[config.mk]
export PLATFORM = sky130hd
export DESIGN_NAME = alu_control_mc_flat
export DESIGN_NICKNAME = d
export VERILOG_FILES = /design/src/rtl/alu_ctrl_pkg.sv /design/src/rtl/alu_control_mc_if.sv /design/src/rtl/muldiv_iter.sv /design/src/rtl/alu_control_mc.sv /design/src/flat_wrapper.sv
export SDC_FILE = /design/constraint.sdc
export NUM_CORES = 1
export LEC_CHECK = 0
export BUFFER_PORTS_ARGS = -buffer_cell sky130_fd_sc_hd__buf_4
export CORE_ASPECT_RATIO = 1.25
export CORE_MARGIN = 1
export CORE_UTILIZATION = 40
export DETAILED_ROUTE_END_ITERATION = 6
export PLACE_DENSITY = 0.66
export RECOVER_POWER = 25
export REMOVE_ABC_BUFFERS = 1
export SETUP_SLACK_MARGIN = 0.5
export SLEW_MARGIN = 20
export SYNTH_ARGS = -nofsm -noshare
export SYNTH_HDL_FRONTEND = slang
export SYNTH_HIERARCHICAL = 1
export SYNTH_SLANG_ARGS = --single-unit
[constraint.sdc]
create_clock -name clk -period 11 [get_ports clk]
set_input_delay 3.3 -clock clk [delete_from_list [all_inputs] [get_ports clk]]
set_output_delay 3.3 -clock clk [all_outputs]
set_load 0.02 [all_outputs]
[src/rtl/alu_ctrl_pkg.sv]
// Shared encodings for the multicycle ALU control block: aluop/funct values,
// ALU operation codes and the sequencer state type.
package alu_ctrl_pkg;

  localparam int unsigned CODE_W = 3;

  localparam logic [1:0] AOP_ADD   = 2'b00;
  localparam logic [1:0] AOP_SUB   = 2'b01;
  localparam logic [1:0] AOP_RTYPE = 2'b10;
  localparam logic [1:0] AOP_RSVD  = 2'b11;

  localparam logic [5:0] F_ADD   = 6'b100000;
  localparam logic [5:0] F_SUB   = 6'b100010;
  localparam logic [5:0] F_AND   = 6'b100100;
  localparam logic [5:0] F_OR    = 6'b100101;
  localparam logic [5:0] F_SLT   = 6'b101010;
  localparam logic [5:0] F_MULTU = 6'b011001;
  localparam logic [5:0] F_DIVU  = 6'b011011;
  localparam logic [5:0] F_MFHI  = 6'b010000;
  localparam logic [5:0] F_MFLO  = 6'b010010;
  localparam logic [5:0] F_MULT  = 6'b011000;
  localparam logic [5:0] F_DIV   = 6'b011010;

  localparam logic [CODE_W-1:0] ALU_ADD = 3'b010;
  localparam logic [CODE_W-1:0] ALU_SUB = 3'b110;
  localparam logic [CODE_W-1:0] ALU_AND = 3'b000;
  localparam logic [CODE_W-1:0] ALU_OR  = 3'b001;
  localparam logic [CODE_W-1:0] ALU_SLT = 3'b111;

  // SFIX is only reachable when signed mul/div decoding is built in.
  typedef enum logic [2:0] {IDLE, MUL, DIV, FIN, SFIX} state_t;

endpackage

[src/rtl/alu_control_mc_if.sv]
// Bus between the main control/datapath and the multicycle ALU control block.
interface alu_control_mc_if #(
  parameter int unsigned WIDTH  = 32,
  parameter int unsigned CTRL_W = 3
);
  logic [5:0]        funct;
  logic [1:0]        aluop;
  logic              valid_in;
  logic [WIDTH-1:0]  a;
  logic [WIDTH-1:0]  b;
  logic [CTRL_W-1:0] alucontrol;
  logic              illegal;
  logic              busy;
  logic              stall;
  logic              done;
  logic [WIDTH-1:0]  hi;
  logic [WIDTH-1:0]  lo;
  logic [WIDTH-1:0]  mf_data;

  modport master (
    output funct, aluop, valid_in, a, b,
    input  alucontrol, illegal, busy, stall, done, hi, lo, mf_data
  );

  modport slave (
    input  funct, aluop, valid_in, a, b,
    output alucontrol, illegal, busy, stall, done, hi, lo, mf_data
  );
endinterface

[src/rtl/muldiv_iter.sv]
// Shared one-bit-per-cycle shift-add multiply / restoring divide datapath.
// Accumulator layout: {upper, lower} = {product hi, lo} or {remainder, quotient}.
module muldiv_iter #(
  parameter int unsigned WIDTH = 32
) (
  input  logic             clk,
  input  logic             reset_n,
  input  logic             load,
  input  logic             mode_mul,
  input  logic             step,
  input  logic [WIDTH-1:0] a_mag,
  input  logic [WIDTH-1:0] b_mag,
  output logic [WIDTH-1:0] acc_hi,
  output logic [WIDTH-1:0] acc_lo,
  output logic [WIDTH-1:0] nxt_hi_c,
  output logic [WIDTH-1:0] nxt_lo_c,
  output logic             last_c
);

  localparam int unsigned CNT_W = $clog2(WIDTH);
  localparam int unsigned ACC_W = 2 * WIDTH;

  logic [ACC_W-1:0] acc_q, acc_step;
  logic [WIDTH-1:0] opnd_q;
  logic             mul_q;
  logic [CNT_W-1:0] cnt_q;
  logic [WIDTH:0]   add_a, add_b;
  logic [WIDTH+1:0] sum;

  // One adder: add multiplicand for MUL, subtract divisor (carry = no borrow) for DIV.
  always_comb begin
    add_a = '0;
    add_b = '0;
    if (mul_q) begin
      add_a = {1'b0, acc_q[ACC_W-1:WIDTH]};
      add_b = acc_q[0] ? {1'b0, opnd_q} : '0;
    end else begin
      add_a = acc_q[ACC_W-1:WIDTH-1];
      add_b = ~{1'b0, opnd_q};
    end
    sum = {1'b0, add_a} + {1'b0, add_b} + (WIDTH+2)'(!mul_q);

    if (mul_q)
      acc_step = {sum[WIDTH:0], acc_q[WIDTH-1:1]};
    else if (sum[WIDTH+1])
      acc_step = {sum[WIDTH-1:0], acc_q[WIDTH-2:0], 1'b1};
    else
      acc_step = {acc_q[ACC_W-2:0], 1'b0};
  end

  assign acc_hi   = acc_q[ACC_W-1:WIDTH];
  assign acc_lo   = acc_q[WIDTH-1:0];
  assign nxt_hi_c = acc_step[ACC_W-1:WIDTH];
  assign nxt_lo_c = acc_step[WIDTH-1:0];
  assign last_c   = (cnt_q == CNT_W'(WIDTH - 1));

  always_ff @(posedge clk) begin
    if (!reset_n) begin
      acc_q  <= '0;
      opnd_q <= '0;
      mul_q  <= 1'b0;
      cnt_q  <= '0;
    end else if (load) begin
      acc_q  <= {{WIDTH{1'b0}}, a_mag};
      opnd_q <= b_mag;
      mul_q  <= mode_mul;
      cnt_q  <= '0;
    end else if (step) begin
      acc_q  <= acc_step;
      cnt_q  <= cnt_q + CNT_W'(1);
    end
  end

endmodule

[src/rtl/alu_control_mc.sv]
// Multicycle ALU control: aluop/funct decode plus iterative mul/div sequencer with HI/LO.
// Define SIGNED_MULDIV_EN to also decode MULT/DIV as two's-complement operations.
module alu_control_mc
  import alu_ctrl_pkg::*;
#(
  parameter int unsigned WIDTH  = 32,
  parameter int unsigned CTRL_W = 3
) (
  input logic             clk,
  input logic             reset_n,
  alu_control_mc_if.slave bus
);

  localparam int unsigned ACC_W = 2 * WIDTH;

  state_t             state_q, state_d;
  logic               busy_q, done_q, sgn_q, mul_q, neg_q_q, neg_r_q;
  logic [WIDTH-1:0]   hi_q, lo_q, hi_d, lo_d;
  logic [CODE_W-1:0]  code;
  logic               dec_ill, is_multu, is_divu, is_mfhi, is_mflo, is_mult, is_div;
  logic               req_mul, req_div, req_signed, b_zero, load, step;
  logic [WIDTH-1:0]   a_mag, b_mag, acc_hi, acc_lo, nxt_hi, nxt_lo;
  logic               last;
  logic [ACC_W-1:0]   prod;

  // Instruction decode
  always_comb begin
    code     = ALU_AND;
    dec_ill  = 1'b0;
    is_multu = 1'b0;
    is_divu  = 1'b0;
    is_mfhi  = 1'b0;
    is_mflo  = 1'b0;
    is_mult  = 1'b0;
    is_div   = 1'b0;
    case (bus.aluop)
      AOP_ADD: code = ALU_ADD;
      AOP_SUB: code = ALU_SUB;
      AOP_RTYPE: begin
        case (bus.funct)
          F_ADD:   code = ALU_ADD;
          F_SUB:   code = ALU_SUB;
          F_AND:   code = ALU_AND;
          F_OR:    code = ALU_OR;
          F_SLT:   code = ALU_SLT;
          F_MULTU: is_multu = 1'b1;
          F_DIVU:  is_divu  = 1'b1;
          F_MFHI:  is_mfhi  = 1'b1;
          F_MFLO:  is_mflo  = 1'b1;
`ifdef SIGNED_MULDIV_EN
          F_MULT:  is_mult  = 1'b1;
          F_DIV:   is_div   = 1'b1;
`endif
          default: dec_ill = 1'b1;
        endcase
      end
      default: dec_ill = 1'b1;
    endcase
  end

  assign req_mul    = bus.valid_in & (is_multu | is_mult);
  assign req_div    = bus.valid_in & (is_divu | is_div);
  assign req_signed = is_mult | is_div;
  assign b_zero     = (bus.b == '0);
  assign a_mag      = (req_signed & bus.a[WIDTH-1]) ? (~bus.a + WIDTH'(1)) : bus.a;
  assign b_mag      = (req_signed & bus.b[WIDTH-1]) ? (~bus.b + WIDTH'(1)) : bus.b;
  assign prod       = {acc_hi, acc_lo};

  assign bus.alucontrol = CTRL_W'(code);
  assign bus.illegal    = dec_ill & bus.valid_in;
  assign bus.stall      = busy_q & bus.valid_in &
                          (is_multu | is_divu | is_mult | is_div | is_mfhi | is_mflo);
  assign bus.mf_data    = is_mfhi ? hi_q : (is_mflo ? lo_q : '0);
  assign bus.busy       = busy_q;
  assign bus.done       = done_q;
  assign bus.hi         = hi_q;
  assign bus.lo         = lo_q;

  muldiv_iter #(.WIDTH(WIDTH)) u_iter (
    .clk      (clk),
    .reset_n  (reset_n),
    .load     (load),
    .mode_mul (req_mul),
    .step     (step),
    .a_mag    (a_mag),
    .b_mag    (b_mag),
    .acc_hi   (acc_hi),
    .acc_lo   (acc_lo),
    .nxt_hi_c (nxt_hi),
    .nxt_lo_c (nxt_lo),
    .last_c   (last)
  );

  // Sequencer next state; HI/LO only change on entry to FIN
  always_comb begin
    state_d = state_q;
    load    = 1'b0;
    step    = 1'b0;
    hi_d    = hi_q;
    lo_d    = lo_q;
    case (state_q)
      IDLE, FIN: begin
        state_d = IDLE;
        if (req_mul) begin
          state_d = MUL;
          load    = 1'b1;
        end else if (req_div) begin
          if (b_zero) begin
            state_d = FIN;
            hi_d    = bus.a;
            lo_d    = '1;
          end else begin
            state_d = DIV;
            load    = 1'b1;
          end
        end
      end
      MUL, DIV: begin
        step = 1'b1;
        if (last) begin
          if (sgn_q) begin
            state_d = SFIX;
          end else begin
            state_d = FIN;
            hi_d    = nxt_hi;
            lo_d    = nxt_lo;
          end
        end
      end
      SFIX: begin
        state_d = FIN;
        if (mul_q) begin
          {hi_d, lo_d} = neg_q_q ? (~prod + ACC_W'(1)) : prod;
        end else begin
          lo_d = neg_q_q ? (~acc_lo + WIDTH'(1)) : acc_lo;
          hi_d = neg_r_q ? (~acc_hi + WIDTH'(1)) : acc_hi;
        end
      end
      default: state_d = IDLE;
    endcase
  end

  always_ff @(posedge clk) begin
    if (!reset_n) begin
      state_q <= IDLE;
      busy_q  <= 1'b0;
      done_q  <= 1'b0;
      hi_q    <= '0;
      lo_q    <= '0;
      sgn_q   <= 1'b0;
      mul_q   <= 1'b0;
      neg_q_q <= 1'b0;
      neg_r_q <= 1'b0;
    end else begin
      state_q <= state_d;
      busy_q  <= (state_d == MUL) || (state_d == DIV) || (state_d == SFIX);
      done_q  <= (state_d == FIN);
      hi_q    <= hi_d;
      lo_q    <= lo_d;
      if (load) begin
        sgn_q   <= req_signed;
        mul_q   <= req_mul;
        neg_q_q <= req_signed & (bus.a[WIDTH-1] ^ bus.b[WIDTH-1]);
        neg_r_q <= req_signed & bus.a[WIDTH-1];
      end
    end
  end

endmodule

[src/flat_wrapper.sv]
// flat-port wrapper written by rule: the top's interface ports become plain ports
module alu_control_mc_flat import alu_ctrl_pkg::*;
#(
  parameter int unsigned WIDTH  = 32,
  parameter int unsigned CTRL_W = 3
)
  (clk, reset_n, bus_funct, bus_aluop, bus_valid_in, bus_a, bus_b, bus_alucontrol, bus_illegal, bus_busy, bus_stall, bus_done, bus_hi, bus_lo, bus_mf_data);
  alu_control_mc_if #(.WIDTH(WIDTH), .CTRL_W(CTRL_W)) bus_i ();
  input logic clk;
  input logic reset_n;
  input wire logic [$bits(bus_i.funct)-1:0] bus_funct;
  input wire logic [$bits(bus_i.aluop)-1:0] bus_aluop;
  input wire logic [$bits(bus_i.valid_in)-1:0] bus_valid_in;
  input wire logic [$bits(bus_i.a)-1:0] bus_a;
  input wire logic [$bits(bus_i.b)-1:0] bus_b;
  output wire logic [$bits(bus_i.alucontrol)-1:0] bus_alucontrol;
  output wire logic [$bits(bus_i.illegal)-1:0] bus_illegal;
  output wire logic [$bits(bus_i.busy)-1:0] bus_busy;
  output wire logic [$bits(bus_i.stall)-1:0] bus_stall;
  output wire logic [$bits(bus_i.done)-1:0] bus_done;
  output wire logic [$bits(bus_i.hi)-1:0] bus_hi;
  output wire logic [$bits(bus_i.lo)-1:0] bus_lo;
  output wire logic [$bits(bus_i.mf_data)-1:0] bus_mf_data;
  assign bus_i.funct = bus_funct;
  assign bus_i.aluop = bus_aluop;
  assign bus_i.valid_in = bus_valid_in;
  assign bus_i.a = bus_a;
  assign bus_i.b = bus_b;
  assign bus_alucontrol = bus_i.alucontrol;
  assign bus_illegal = bus_i.illegal;
  assign bus_busy = bus_i.busy;
  assign bus_stall = bus_i.stall;
  assign bus_done = bus_i.done;
  assign bus_hi = bus_i.hi;
  assign bus_lo = bus_i.lo;
  assign bus_mf_data = bus_i.mf_data;
  alu_control_mc #(.WIDTH(WIDTH), .CTRL_W(CTRL_W)) u_core (.clk(clk), .reset_n(reset_n), .bus(bus_i));
endmodule
==> summary.md <==
| Metric | Value |
|---|---|
| Status | complete, but fails checks |
| Failing checks | capacitance limit, slew limit |
| Core box area | 0.0293 mm² |
| Clock sinks | approximately 170 |
| Die H | 195 µm |
| Hold Violations, Final | 0 |
| HP Class | reg2reg |
| Final Cell Area | 0.0137 mm² |
| Worst Path Required | 7.70 ns |
| Placed Area | 0.0134 mm² |
| Vias in the first global route | 10429 |
| GPL Wtd Cong | 0.864 |
| Final net count | roughly 1600 |
| Post-DR wirelength/cell | 18.2 µm |
| Critical-path maximum fanout | 27 |
| Hold buffers post-CTS | 0 |
| Root Driver | clkbuf_16 |
| Fill count | slightly below 3000 |
| Flop2flop setup slack | 5.70 ns |
| Leak pwr | 5.71 nW |
| Fmax | around 130 MHz |
| Yosys reg bits | 171 |
| CTS Buf Count | 17 |
| Mapped cell area | 0.0119 mm² |
| Number of routed nets with antenna violations | 0 |
| # diodes | 0 |
| Post-synth ARST share | 0% |
| Finish-stage setup viols | 0 |
| Slew @ Worst Pin | 3.04 ns |
| Yosys warnings | 6 |
| Main synth FF type | dfxtp_1 |
| Tmin final | 7.98 ns |
| GRT Util Overall | 22.9% |
| Crit. End Element | output port |
| Initial core utilization | 40.7% |
| First DRT Iteration DRCs | 820 |
| Biggest area consumer among synthesized cells | dfxtp_1 |
| Yosys cell types | 74 |
| Via density | 5.73 |
| Area occupied by multi-input gates | 0.00791 mm² |
| Largest net degree at the start of global routing | 202 |
| Total number of vias | 11145 |
| PD cells | slightly above 300 mW/mm² |
| Cells after synthesis | 1450 |
| Share of layout cells above drive strength 1 | 15.7% |
| Post-Route WL | 35400 µm |
| Share of the yosys chip area belonging to registers | 28.7% |
| Top post-synthesis cells by area | dfxtp_1, mux2i_1, mux2_2 |
| H-tree depth | 4 |
| VDD IR max | 0.517 mV |
| Slew headroom | -103% |
| Die area | 0.0305 mm² |
| Cts repair resizes | 0 |
| Register area | 0.00343 mm² |
| RSZ-0062 raised after global routing | false |
| Synthesized area per cell | 8.23 µm² |
| CTS Buffer Depth | 2 |
| Post-route DRC | 0 |
| Final Cycle Share | between 70% and 80% |
| Grt total ovfl | 0 |
| Port Buffers | 177 |
| Fin. max-slew vios | 136 |
| CP Launch Type | input pin |
| Worst skew pair latency | 0.44 ns |
| # IOs | 178 |
| Drt first pass iters | 7 |
| Number of flops mapped to enable cells by yosys | 0 |
| Chip Width | 157 µm |
| Synth top area share | 28.7% |
| Setup CP Type | in2out |
| Tot Pwr | 0.00420 W |
| CTS tree | built |
| Arrival time worst endpoint | 4.68 ns |
| Setup Skew | 0.00657 ns |
| Clk slew on worst S/H paths | around 0.070 ns |
| Initial antenna violation count | 0 |
| First-pass GRT wire length | 56100 µm |
| Standard-cell row count | 70 |
| Area growth, synth to finish | 15.2% |
| Post-CTS Setup Repair Bufs | 0 |
| Max_cap viols | 2 |
| HPWL Detailed | 24700 µm |
-- stage by stage --
stage	std cells	setup slack (ns)	utilization, %	hold slack, ns	TNS [ns]
2_1_floorplan	1326	-11.78	-	0.467	-884.25
5_1_grt	1946	2.68	46.9	0.543	0
3_3_place_gp	1914	3.14	45.6	0.480	0
6_report	1946	3.02	46.9	0.521	0
3_5_place_dp	1914	3.04	45.6	0.502	0
4_1_cts	1946	3.04	47.7	0.519	0
-- cell usage after synthesis (8+ instances only) --
cell type  number
nand4_1         9
a22o_1         32
a221o_1        32
a211oi_2        8
o211ai_1        8
o211a_1        33
ha_1           33
a21boi_0        8
xnor2_1        16
nand2b_1       10
nor4_1          9
and3_1         16
nand3_1        49
mux2i_1       107
buf_1          14
nor2b_1        51
xor2_1         20
nor2_1         98
o21ai_0        99
o32ai_1        11
and2_1         34
dfxtp_1       171
inv_1          24
a211oi_1       17
buf_2          15
mux2_2         54
a21oi_1       120
o21ai_1         8
a21o_1         21
o31ai_1        41
clkbuf_1       83
nand2_1       112
-- registers in the layout (all words and copies together) (netlist names) --
name,count
u_core/u_iter/acc_q,64
u_core/state_q,3
u_core/u_iter/mul_q,1
u_core/bus.hi,32
u_core/u_iter/opnd_q,32
u_core/u_iter/cnt_q,5
u_core/bus.done,1
u_core/bus.lo,32
u_core/bus.busy,1
-- worst max-delay path: stages --
cell and delay [ns]:
buf_4 0.12, nand2b_1 0.19, nor2_1 0.12, nand4b_1 0.27, buf_4 0.33, nor2_1 0.16
buf_4 0.15
-- logic make-up after synthesis --
family	synth area share, %
flops	28.7
simple gates	17.3
compound gates	28.1
fa+ha+maj	3.79
buf+inv	5.44
mux	14.1
xor+xnor	2.64
other cells	0.0314
-- path summary, 6_finish.rpt --
check	from	end	cells after the start
worst min register to register	u_core/u_iter/cnt_q[4]$_SDFFE_PP0P_	u_core/u_iter/cnt_q[4]$_SDFFE_PP0P_	2
worst max register to register	u_core/u_iter/mul_q$_SDFFE_PN0P_	u_core/bus.hi[13]$_SDFFE_PN0P_	18
worst min-delay path	u_core/u_iter/cnt_q[4]$_SDFFE_PP0P_	u_core/u_iter/cnt_q[4]$_SDFFE_PP0P_	2
worst max-delay path	bus_aluop[0]	bus_mf_data[11]	7
-- placed cells by master, fill, tap and decap left out, drive strengths merged, types with 32 or more instances in the layout --
cell,count
ha,33
a221o,32
nand3,49
dfxtp,171
nand2,112
clkbuf,87
a22o,32
o21ai,112
a21oi,121
nor2b,51
o31ai,41
mux2,54
mux2i,107
and2,34
o211a,33
buf,124
nor2,98
-- routing by layer --
| layer | vias up | wire length (µm) | global-route usage (%) | share of wire (%) |
|---|---|---|---|---|
| li1 | 5515 | - | - | - |
| met1 | 5297 | 15900 | 29.5 | 45 |
| met2 | 289 | 17300 | 39.5 | 49 |
| met3 | 44 | 1370 | 2.29 | 3.9 |
| met4 | 0 | 808 | 7.99 | 2.3 |
| met5 | - | 0 | 0 | 0 |
-- cell type report --
cell class / count / area share, %
Timing Repair Buffer: 192 / 8.72
Clock buffer: 19 / 3.29
Clock inverter: 13 / 1.21
Tap cell: 396 / 3.60
Multi-Input combinational cell: 1128 / 57.5
Inverter: 27 / 0.737
Sequential cell: 171 / 24.9
-- report_power, final --
group | switching (W) | leakage [nW] | internal, W
Clock | 0.000271 | 0.296 | 0.000371
Sequential | 0.0000851 | 1.39 | 0.000699
Combinational | 0.00168 | 4.02 | 0.00109
Total | 0.00204 | 5.71 | 0.00216
(Power assumes the default switching activity.)
